File: config.mk
export PLATFORM = sky130hd
export DESIGN_NAME = smmha_lin_streamer
export DESIGN_NICKNAME = d
export VERILOG_FILES = /design/src/rtl/smmha_lin_streamer.sv
export SDC_FILE = /design/constraint.sdc
export NUM_CORES = 1
export LEC_CHECK = 0
export CAP_MARGIN = 20
export CORE_MARGIN = 2
export CORE_UTILIZATION = 30
export DETAILED_ROUTE_END_ITERATION = 7
export HOLD_SLACK_MARGIN = 0.08
export PLACE_DENSITY = 0.51
export SLEW_MARGIN = 30
export SYNTH_ARGS = -nofsm -noshare
export SYNTH_HDL_FRONTEND = slang
export SYNTH_SLANG_ARGS = --single-unit
File: constraint.sdc
create_clock -name clk_i -period 7.5 [get_ports clk_i]
set_input_delay 0.75 -clock clk_i [delete_from_list [all_inputs] [get_ports clk_i]]
set_output_delay 0.75 -clock clk_i [all_outputs]
set_load 0.1 [all_outputs]
File: src/rtl/smmha_lin_streamer.sv
// smmha_lin_streamer: multi-channel linear streamer between the smmha engine
// and its TCDM master ports.
//   NB_LD load channels:  TCDM read -> per-channel FWFT FIFO -> valid/ready stream.
//                         Requests are credit-throttled so that in-flight plus
//                         buffered words never exceed FIFO_DEPTH.
//   NB_ST store channels: valid/ready stream -> one-entry register -> TCDM write.
// Each channel owns an address generator (byte base, byte stride, word length),
// start/busy/done handshake. clear_i aborts every channel synchronously;
// enable_i gates issue of new work while pending requests and responses complete.
module smmha_lin_streamer #(
    parameter int unsigned NB_LD      = 2,
    parameter int unsigned NB_ST      = 1,
    parameter int unsigned DW         = 32,
    parameter int unsigned LEN_W      = 16,
    parameter int unsigned FIFO_DEPTH = 4
) (
    input  logic                   clk_i,
    input  logic                   rst_ni,
    input  logic                   clear_i,
    input  logic                   enable_i,
    // load channels
    input  logic [NB_LD-1:0]       ld_start_i,
    input  logic [NB_LD*32-1:0]    ld_base_i,
    input  logic [NB_LD*32-1:0]    ld_stride_i,
    input  logic [NB_LD*LEN_W-1:0] ld_len_i,
    output logic [NB_LD-1:0]       ld_busy_o,
    output logic [NB_LD-1:0]       ld_done_o,
    output logic [NB_LD-1:0]       ld_tcdm_req_o,
    output logic [NB_LD*32-1:0]    ld_tcdm_add_o,
    input  logic [NB_LD-1:0]       ld_tcdm_gnt_i,
    input  logic [NB_LD*DW-1:0]    ld_tcdm_r_data_i,
    input  logic [NB_LD-1:0]       ld_tcdm_r_valid_i,
    output logic [NB_LD-1:0]       ld_valid_o,
    output logic [NB_LD*DW-1:0]    ld_data_o,
    input  logic [NB_LD-1:0]       ld_ready_i,
    // store channels
    input  logic [NB_ST-1:0]       st_start_i,
    input  logic [NB_ST*32-1:0]    st_base_i,
    input  logic [NB_ST*32-1:0]    st_stride_i,
    input  logic [NB_ST*LEN_W-1:0] st_len_i,
    output logic [NB_ST-1:0]       st_busy_o,
    output logic [NB_ST-1:0]       st_done_o,
    input  logic [NB_ST-1:0]       st_valid_i,
    input  logic [NB_ST*DW-1:0]    st_data_i,
    output logic [NB_ST-1:0]       st_ready_o,
    output logic [NB_ST-1:0]       st_tcdm_req_o,
    output logic [NB_ST*32-1:0]    st_tcdm_add_o,
    output logic [NB_ST*DW-1:0]    st_tcdm_data_o,
    input  logic [NB_ST-1:0]       st_tcdm_gnt_i
);

    localparam int unsigned AW = 32;
    localparam int unsigned PW = $clog2(FIFO_DEPTH);
    localparam int unsigned CW = PW + 1;
    localparam logic [CW:0]   DEPTH_C = (CW+1)'(FIFO_DEPTH);
    localparam logic [CW-1:0] FULL_C  = CW'(FIFO_DEPTH);

    typedef enum logic [1:0] {LD_IDLE, LD_RUN, LD_DRAIN} ld_state_e;
    typedef enum logic       {ST_IDLE, ST_RUN}           st_state_e;

    for (genvar i = 0; i < NB_LD; i++) begin : g_ld
        ld_state_e         state;
        logic [AW-1:0]     addr, stride;
        logic [LEN_W-1:0]  len, issued, issued_n;
        logic [CW-1:0]     outstanding, count, out_n, count_n;
        logic [CW:0]       credit_n;
        logic [PW-1:0]     wptr, rptr;
        logic [DW-1:0]     mem [FIFO_DEPTH];
        logic              req, busy, done;
        logic              gnt_hit, push, pop;
        logic [LEN_W-1:0]  len_in;

        assign len_in   = ld_len_i[i*LEN_W +: LEN_W];
        assign gnt_hit  = req & ld_tcdm_gnt_i[i];
        // Responses seen while idle belong to an aborted transfer and are dropped.
        assign push     = ld_tcdm_r_valid_i[i] & (state != LD_IDLE);
        assign pop      = (count != '0) & ld_ready_i[i];
        assign issued_n = issued + LEN_W'(gnt_hit);
        assign out_n    = outstanding + CW'(gnt_hit) - CW'(push);
        assign count_n  = count + CW'(push) - CW'(pop);
        assign credit_n = (CW+1)'(out_n) + (CW+1)'(count_n);

        // Channel FSM, address generator, credit and FIFO pointer bookkeeping.
        always_ff @(posedge clk_i or negedge rst_ni) begin
            if (!rst_ni) begin
                state       <= LD_IDLE;
                addr        <= '0;
                stride      <= '0;
                len         <= '0;
                issued      <= '0;
                outstanding <= '0;
                count       <= '0;
                wptr        <= '0;
                rptr        <= '0;
                req         <= 1'b0;
                busy        <= 1'b0;
                done        <= 1'b0;
            end else if (clear_i) begin
                state       <= LD_IDLE;
                issued      <= '0;
                outstanding <= '0;
                count       <= '0;
                wptr        <= '0;
                rptr        <= '0;
                req         <= 1'b0;
                busy        <= 1'b0;
                done        <= 1'b0;
            end else begin
                done        <= 1'b0;
                outstanding <= out_n;
                count       <= count_n;
                if (push) wptr <= wptr + PW'(1);
                if (pop)  rptr <= rptr + PW'(1);
                case (state)
                    LD_IDLE: begin
                        if (ld_start_i[i]) begin
                            if (len_in != '0) begin
                                addr   <= ld_base_i[i*AW +: AW];
                                stride <= ld_stride_i[i*AW +: AW];
                                len    <= len_in;
                                issued <= '0;
                                busy   <= 1'b1;
                                state  <= LD_RUN;
                            end else begin
                                done <= 1'b1;
                            end
                        end
                    end
                    LD_RUN: begin
                        issued <= issued_n;
                        if (gnt_hit) addr <= addr + stride;
                        // A raised request is held until granted; otherwise
                        // re-evaluate against length, credit and enable.
                        if (req && !ld_tcdm_gnt_i[i]) begin
                            req <= 1'b1;
                        end else begin
                            req <= (issued_n < len) && (credit_n < DEPTH_C) && enable_i;
                        end
                        if (gnt_hit && (issued_n == len)) state <= LD_DRAIN;
                    end
                    LD_DRAIN: begin
                        req <= 1'b0;
                        if ((outstanding == '0) && (count == '0)) begin
                            state <= LD_IDLE;
                            busy  <= 1'b0;
                            done  <= 1'b1;
                        end
                    end
                    default: state <= LD_IDLE;
                endcase
            end
        end

        // FIFO storage; contents are don't-care until pushed.
        always_ff @(posedge clk_i) begin
            if (push) mem[wptr] <= ld_tcdm_r_data_i[i*DW +: DW];
        end

        a_fifo_no_overflow: assert property (@(posedge clk_i) disable iff (!rst_ni)
            !(push && !pop && (count == FULL_C) && !clear_i));

        assign ld_busy_o[i]              = busy;
        assign ld_done_o[i]              = done;
        assign ld_tcdm_req_o[i]          = req;
        assign ld_tcdm_add_o[i*AW +: AW] = addr;
        assign ld_valid_o[i]             = (count != '0);
        assign ld_data_o[i*DW +: DW]     = (count != '0) ? mem[rptr] : '0;
    end

    for (genvar j = 0; j < NB_ST; j++) begin : g_st
        st_state_e         state;
        logic [AW-1:0]     addr, stride;
        logic [LEN_W-1:0]  len, accepted, written, written_n;
        logic [DW-1:0]     data;
        logic              req, busy, done;
        logic              ready, accept, gnt_hit;
        logic [LEN_W-1:0]  len_in;

        assign len_in    = st_len_i[j*LEN_W +: LEN_W];
        assign gnt_hit   = req & st_tcdm_gnt_i[j];
        // The output register may refill in the same cycle it is granted.
        assign ready     = (state == ST_RUN) && (accepted < len) &&
                           (!req || st_tcdm_gnt_i[j]) && enable_i;
        assign accept    = st_valid_i[j] & ready;
        assign written_n = written + LEN_W'(gnt_hit);

        // Store FSM with one-entry output register.
        always_ff @(posedge clk_i or negedge rst_ni) begin
            if (!rst_ni) begin
                state    <= ST_IDLE;
                addr     <= '0;
                stride   <= '0;
                len      <= '0;
                accepted <= '0;
                written  <= '0;
                data     <= '0;
                req      <= 1'b0;
                busy     <= 1'b0;
                done     <= 1'b0;
            end else if (clear_i) begin
                state    <= ST_IDLE;
                accepted <= '0;
                written  <= '0;
                req      <= 1'b0;
                busy     <= 1'b0;
                done     <= 1'b0;
            end else begin
                done <= 1'b0;
                case (state)
                    ST_IDLE: begin
                        if (st_start_i[j]) begin
                            if (len_in != '0) begin
                                addr     <= st_base_i[j*AW +: AW];
                                stride   <= st_stride_i[j*AW +: AW];
                                len      <= len_in;
                                accepted <= '0;
                                written  <= '0;
                                busy     <= 1'b1;
                                state    <= ST_RUN;
                            end else begin
                                done <= 1'b1;
                            end
                        end
                    end
                    ST_RUN: begin
                        written <= written_n;
                        if (accept) begin
                            data     <= st_data_i[j*DW +: DW];
                            accepted <= accepted + LEN_W'(1);
                            req      <= 1'b1;
                        end else if (gnt_hit) begin
                            req <= 1'b0;
                        end
                        if (gnt_hit) begin
                            addr <= addr + stride;
                            if (written_n == len) begin
                                state <= ST_IDLE;
                                busy  <= 1'b0;
                                done  <= 1'b1;
                            end
                        end
                    end
                    default: state <= ST_IDLE;
                endcase
            end
        end

        assign st_busy_o[j]               = busy;
        assign st_done_o[j]               = done;
        assign st_ready_o[j]              = ready;
        assign st_tcdm_req_o[j]           = req;
        assign st_tcdm_add_o[j*AW +: AW]  = addr;
        assign st_tcdm_data_o[j*DW +: DW] = data;
    end

endmodule

Yosys cells after proc, flatten, opt, wreduce, memory -nomap -nowiden
Memories as Yosys holds them, arrays and structs flattened.
Cells that the tools add are included.
Word-level totals
  register bits: 370
  RAM bits: 256
  input port bits: 351
  output and inout bits: 204
  memories kept: 2
Cells by class
  add/sub/neg operators: 21
  order comparisons: 5
  equal/unequal tests: 29
  multiplexer cells: 105
  bitwise gates (word level): 10
  reductions and logical operators: 61
Memory list
  g_ld[0].mem: depth 4, bits a word 32, read ports 1, clocked after Yosys merged registers in 0, write ports 1, RTL line 68  | logic [DW-1:0] mem [FIFO_DEPTH];
  g_ld[1].mem: depth 4, bits a word 32, read ports 1, clocked after Yosys merged registers in 0, write ports 1, RTL line 68
Operators by type and width (count)
  32-bit two-way mux: 11
  32-bit one-hot mux with 2 select lines: 3
  16-bit two-way mux: 11
  16-bit one-hot mux with 2 select lines: 4
  32-bit adder: 3
  16-bit by 1-bit adder with 16-bit output: 3
  16-bit == test: 3
  16-bit < comparator: 3
  16-bit nonzero test: 3
  1-bit two-way mux: 43
  2-bit two-way mux: 18
  4-bit AND reduction: 9
  3-bit inequality test (second input constant): 10
  3-bit nonzero test: 9
  1-bit one-hot mux with 2 select lines: 9
  2-bit nonzero test: 9
  16-bit by 1-bit adder with 16-bit output (second input constant): 1
  2-bit inequality test (second input constant): 8
  1-bit logical AND: 13
  3-bit by 1-bit adder with 3-bit output: 4
  3-bit zero test: 4
  3-bit two-way mux: 4
  2-bit one-hot mux with 3 select lines: 2
  3-bit AND reduction: 4
  15 further kinds: 40

Depth between registers and ports, before layout
  depth in word-level cells: 11
  depth in mapped cells: 18
  mapped depth without buffers: 17

Worst setup path after synthesis
Ideal clock, no wire load.
  path type: register to output
  start point: reg g_st[0].len[1]
  end point: out st_ready_o
  arrival time: 3.374 ns
  setup slack: 3.376 ns
  cell stages (with the launch flop): 11
  path buffers: 1
  path through: dfrtp_1 > inv_1 > ha_1 > a21o_1 > a21o_1 > a21o_1 > a21o_1 > a2111oi_4 > nor3_1 > clkbuf_1 > nor2_1
On the way
  word-level cells in the longest chain between the ends: 4
Ends and longest elaborated chain
  start, declared: RTL line 173  | logic [LEN_W-1:0] len, accepted, written, written_n;
  start signal, assigned: RTL line 215  | len <= len_in;
  16-bit < comparator: RTL line 182  | assign ready = (state == ST_RUN) && (accepted < len) &&
  1-bit logical AND (2 in series): RTL line 182
  1-bit logical AND: RTL line 183  | (!req || st_tcdm_gnt_i[j]) && enable_i;
  end, declared: RTL line 45  | output logic [NB_ST-1:0] st_ready_o,
Every way passes these cells.

Worst setup path in the final report
Same ends and word-level chain as after synthesis.

==> qor.txt <==
# port buffers - 554
Filler cell count - 10420
Xor/xnor share of the synthesized area - 3.095%
Share of layout cells above drive strength 1 - 13.21%
Cell Rows - 120
Power Internal - 9.493 mW
Initial Util - 30.32%
Drt wl/cell - 19.73 um
Main combinational cell family by area after synthesis - simple AND/OR/NAND/NOR gates
CP top delay family - buffers and inverters
Area Overhead vs Synth - 29.04%
Ys Warns - 0
CTS sink count - 626
Gr usage total - 16.95%
Iteration-0 DRC Markers - 1185
Yosys reg bits - 626
Mux contribution to synthesized area - 11.29%
Vias - 23670
Final setup TNS - 0 ns
Hold Violations, Final - 0
Worst path max stage delay - 1.21 ns
Post-CTS Setup Inserts - 0
WS Path Type - register to primary output
R2R cell count - 17
WP depth - 11
Drc violations - 0
Relative slew slack - 30.26%
Post-detail-place hpwl - 67670 um
Top Ports - 555
H-tree levels - 3
CP Max Fanout - 16
Count leader, synth - dfrtp_1
Switching pwr - 8.679 mW
Share of the synthesized area in the top cell type - 28.45%
Unrepaired setup endpoints after global routing - no
Netlist cell types - 77
Switching Fraction - 47.76%
FF-to-FF setup slack - 2.96 ns
Total CTS buffers - 76
Synthesized area - 32550 um2
Count of final setup violators - 0
Die X - 333.4 um
Slew Viols, Final - 0
Dpl cell area - 39440 um2
Pin count of the biggest net entering global routing - 153
Die area - 111100 um2
Antenna violations before repair - 18
Status - completed
Logic pwr share - 53.7%
Drt via density - 4.901
Dominant cells by area after synthesis - dfrtp_1 (28%), edfxtp_1 (24%), ha_1 (6.4%)
CP required - 6.75 ns
Final min period - 4.888 ns
Layout Nets - 3879
Worst Hold Class - primary input to asynchronous set/reset pin
Fmax - 204.6 MHz
Final std cells w/o fill - 4830
FFs w/ async S/R, synth - 59.11%
Mean Syn Cell Area - 11.55 um2
Peak supply drop - 394.2 uV
R2R Path End - g_ld[1].req
Flop pwr share - 25.8%
Synth Net Count - 3343
TritonRoute pass-1 iters - 5
Period Utilization, post-route - 65.17%
Compound-Gate Fraction of Synth Area - 11.84%
Vias in the first global route - 24190
Seq/Total Area, Yosys - 52.07%
Final core utilization - 39.12%
Largest area contributor in the synthesized netlist - dfrtp_1
Clock Latency Late Sink - 0.64 ns
Top cell by count, worst path - a21o_1
Startpoint Class - register
First-pass GRT wire length - 146900 um
Simple-Gate Fraction of Synth Area - 11.89%
Post-cts sizing count - 0
CP max stage cell - clkdlybuf4s50_1
Worst-Margin Slew - 1.043 ns
Max Cap Viol - 0
Crit end category - primary output
GRT overflow - 0
Post-synth top flop - dfrtp_1
Clock skew - 0.02617 ns
Worst R2R Start - g_ld[1].count[1]
Deepest clock path buffer count - 3
WP buf/inv - 3
Height of the die - 333.4 um
Placed Instances - 4678
Hold buffer count at cts - 0
Post-Synth Adder-Cell Area - 6.851%
Post-synth EDFFs - 256
CTS tree - yes
Crit-path cells - inv_1 > ha_1 > a21o_1 > a21o_1 > a21o_1 > a21o_1 > a2111oi_4 > nor3_1 > buf_4 > nor2_1 > clkdlybuf4s50_1
Cell count after synthesis - 2818
CTS clock-pin slew for the worst setup and hold paths - 0.06 ns
Gp weighted congestion - 0.8326
Core box area - 107400 um2
Top cells by count, synth - dfrtp_1 (370), edfxtp_1 (256), nand2_1 (229)
Clock share of power - 20.6%
Root buffer cell - clkbuf_16
Leakage - 17.13 nW
Routed Antenna Nets - 0
Total wire length - 95310 um
Critical path arrival - 4.14 ns
Final Cell Area - 42000 um2
Power Density - 432.7 nW/um2
## registers in the layout (all words and copies together), names as in the netlist, 6 cells and up
| register | cells |
|---|---|
| g_st.written | 16 |
| st_tcdm_add_o | 32 |
| g_ld.mem | 256 |
| g_st.accepted | 16 |
| g_st.len | 16 |
| g_ld.addr | 64 |
| st_tcdm_data_o | 32 |
| g_st.stride | 32 |
| g_ld.len | 32 |
| g_ld.issued | 32 |
| g_ld.count | 6 |
| g_ld.outstanding | 6 |
| g_ld.stride | 64 |
## cell type report
class	instances	area [um2]	share of cell area [%]
Multi-Input combinational cell	1948	14680	34.95
Clock buffer	104	2152	5.124
Inverter	110	412.9	0.9831
Clock inverter	35	370.4	0.8818
Sequential cell	626	16950	40.36
Tap cell	1403	1755	4.180
Antenna cell	12	30.03	0.07150
Timing Repair Buffer	592	5650	13.45
## cell families after synthesis
family / Yosys count
adder cells (fa/ha/maj): 174
buffers and inverters: 244
AND/OR/NAND/NOR: 787
flip-flops: 626
XOR/XNOR: 115
AO/OA/AOI/OAI: 616
multiplexers: 256
## cell usage in the layout (no fill, tap or decap), drive strengths merged, types with 6 or more instances in the layout
cell type / count
clkdlybuf4s50: 507
dfrtp: 370
edfxtp: 256
nand2: 229
a21oi: 179
o21ai: 169
ha: 167
mux2: 161
nor2: 158
inv: 113
clkbuf: 106
and2: 84
buf: 83
xnor2: 77
nand3: 65
mux4: 64
a21o: 62
nor3: 50
and3: 44
nand4: 40
xor2: 38
mux2i: 31
a31oi: 29
o21a: 26
nand2b: 26
nor2b: 24
clkinv: 21
a211oi: 20
or3: 20
nor4: 19
o21bai: 16
o211ai: 15
o31ai: 15
a22o: 14
diode: 12
a32o: 12
or4: 8
fa: 7
bufinv: 6
## through the flow
stage                     hold slack, ns  total power, mW  setup slack [ns]
final                             0.1658            18.17             2.612
after detailed placement          0.4810            14.55             2.699
after floorplan                   0.4544            12.10             3.376
after CTS                         0.1616            18.41             2.563
after global routing              0.1881            19.25             2.411
after global placement            0.4713            14.62             2.721
## routing by layer
| metal | wire [um] | vias to the layer above | global-route usage, % | share of wire, % |
|---|---|---|---|---|
| li1 | - | 11450 | - | - |
| met1 | 41350 | 11600 | 21.43 | 43 |
| met2 | 46470 | 486 | 28.40 | 49 |
| met3 | 4937 | 138 | 4.087 | 5.2 |
| met4 | 2504 | 8 | 5.536 | 2.6 |
| met5 | 49 | - | 0 | 0.051 |
## worst reg2reg max path, delay by kind of cell (launching register included)
kind / cells / cell delay [ns]
xor gates and xnor gates: 2 / 0.34
AOI/OAI and AO/OA: 5 / 0.97
and+or+nand+nor: 3 / 1.29
adders and majority gates: 4 / 1.06
DFF: 1 / 0.41
buffers and inverters: 3 / 0.38
## power groups by stage
stage	clock network [mW]	registers, mW	logic (mW)
6_report	3.74	4.68	9.75
5_1_grt	4.00	4.77	10.5
4_1_cts	3.87	4.69	9.84
3_5_place_dp	0	4.75	9.80
3_3_place_gp	0	4.74	9.88
2_1_floorplan	0	6.58	5.53
## worst max-delay path by stage
stage / from / endpoint / slack (ns)
6_report: g_st[0].len[1] / st_ready_o / 2.61
5_1_grt: g_st[0].len[1] / st_ready_o / 2.41
4_1_cts: g_st[0].len[1] / st_ready_o / 2.56
3_5_place_dp: enable_i / st_ready_o / 2.70
3_3_place_gp: enable_i / st_ready_o / 2.72
2_1_floorplan: g_st[0].len[1] / st_ready_o / 3.38
(Power assumes the default switching activity.)
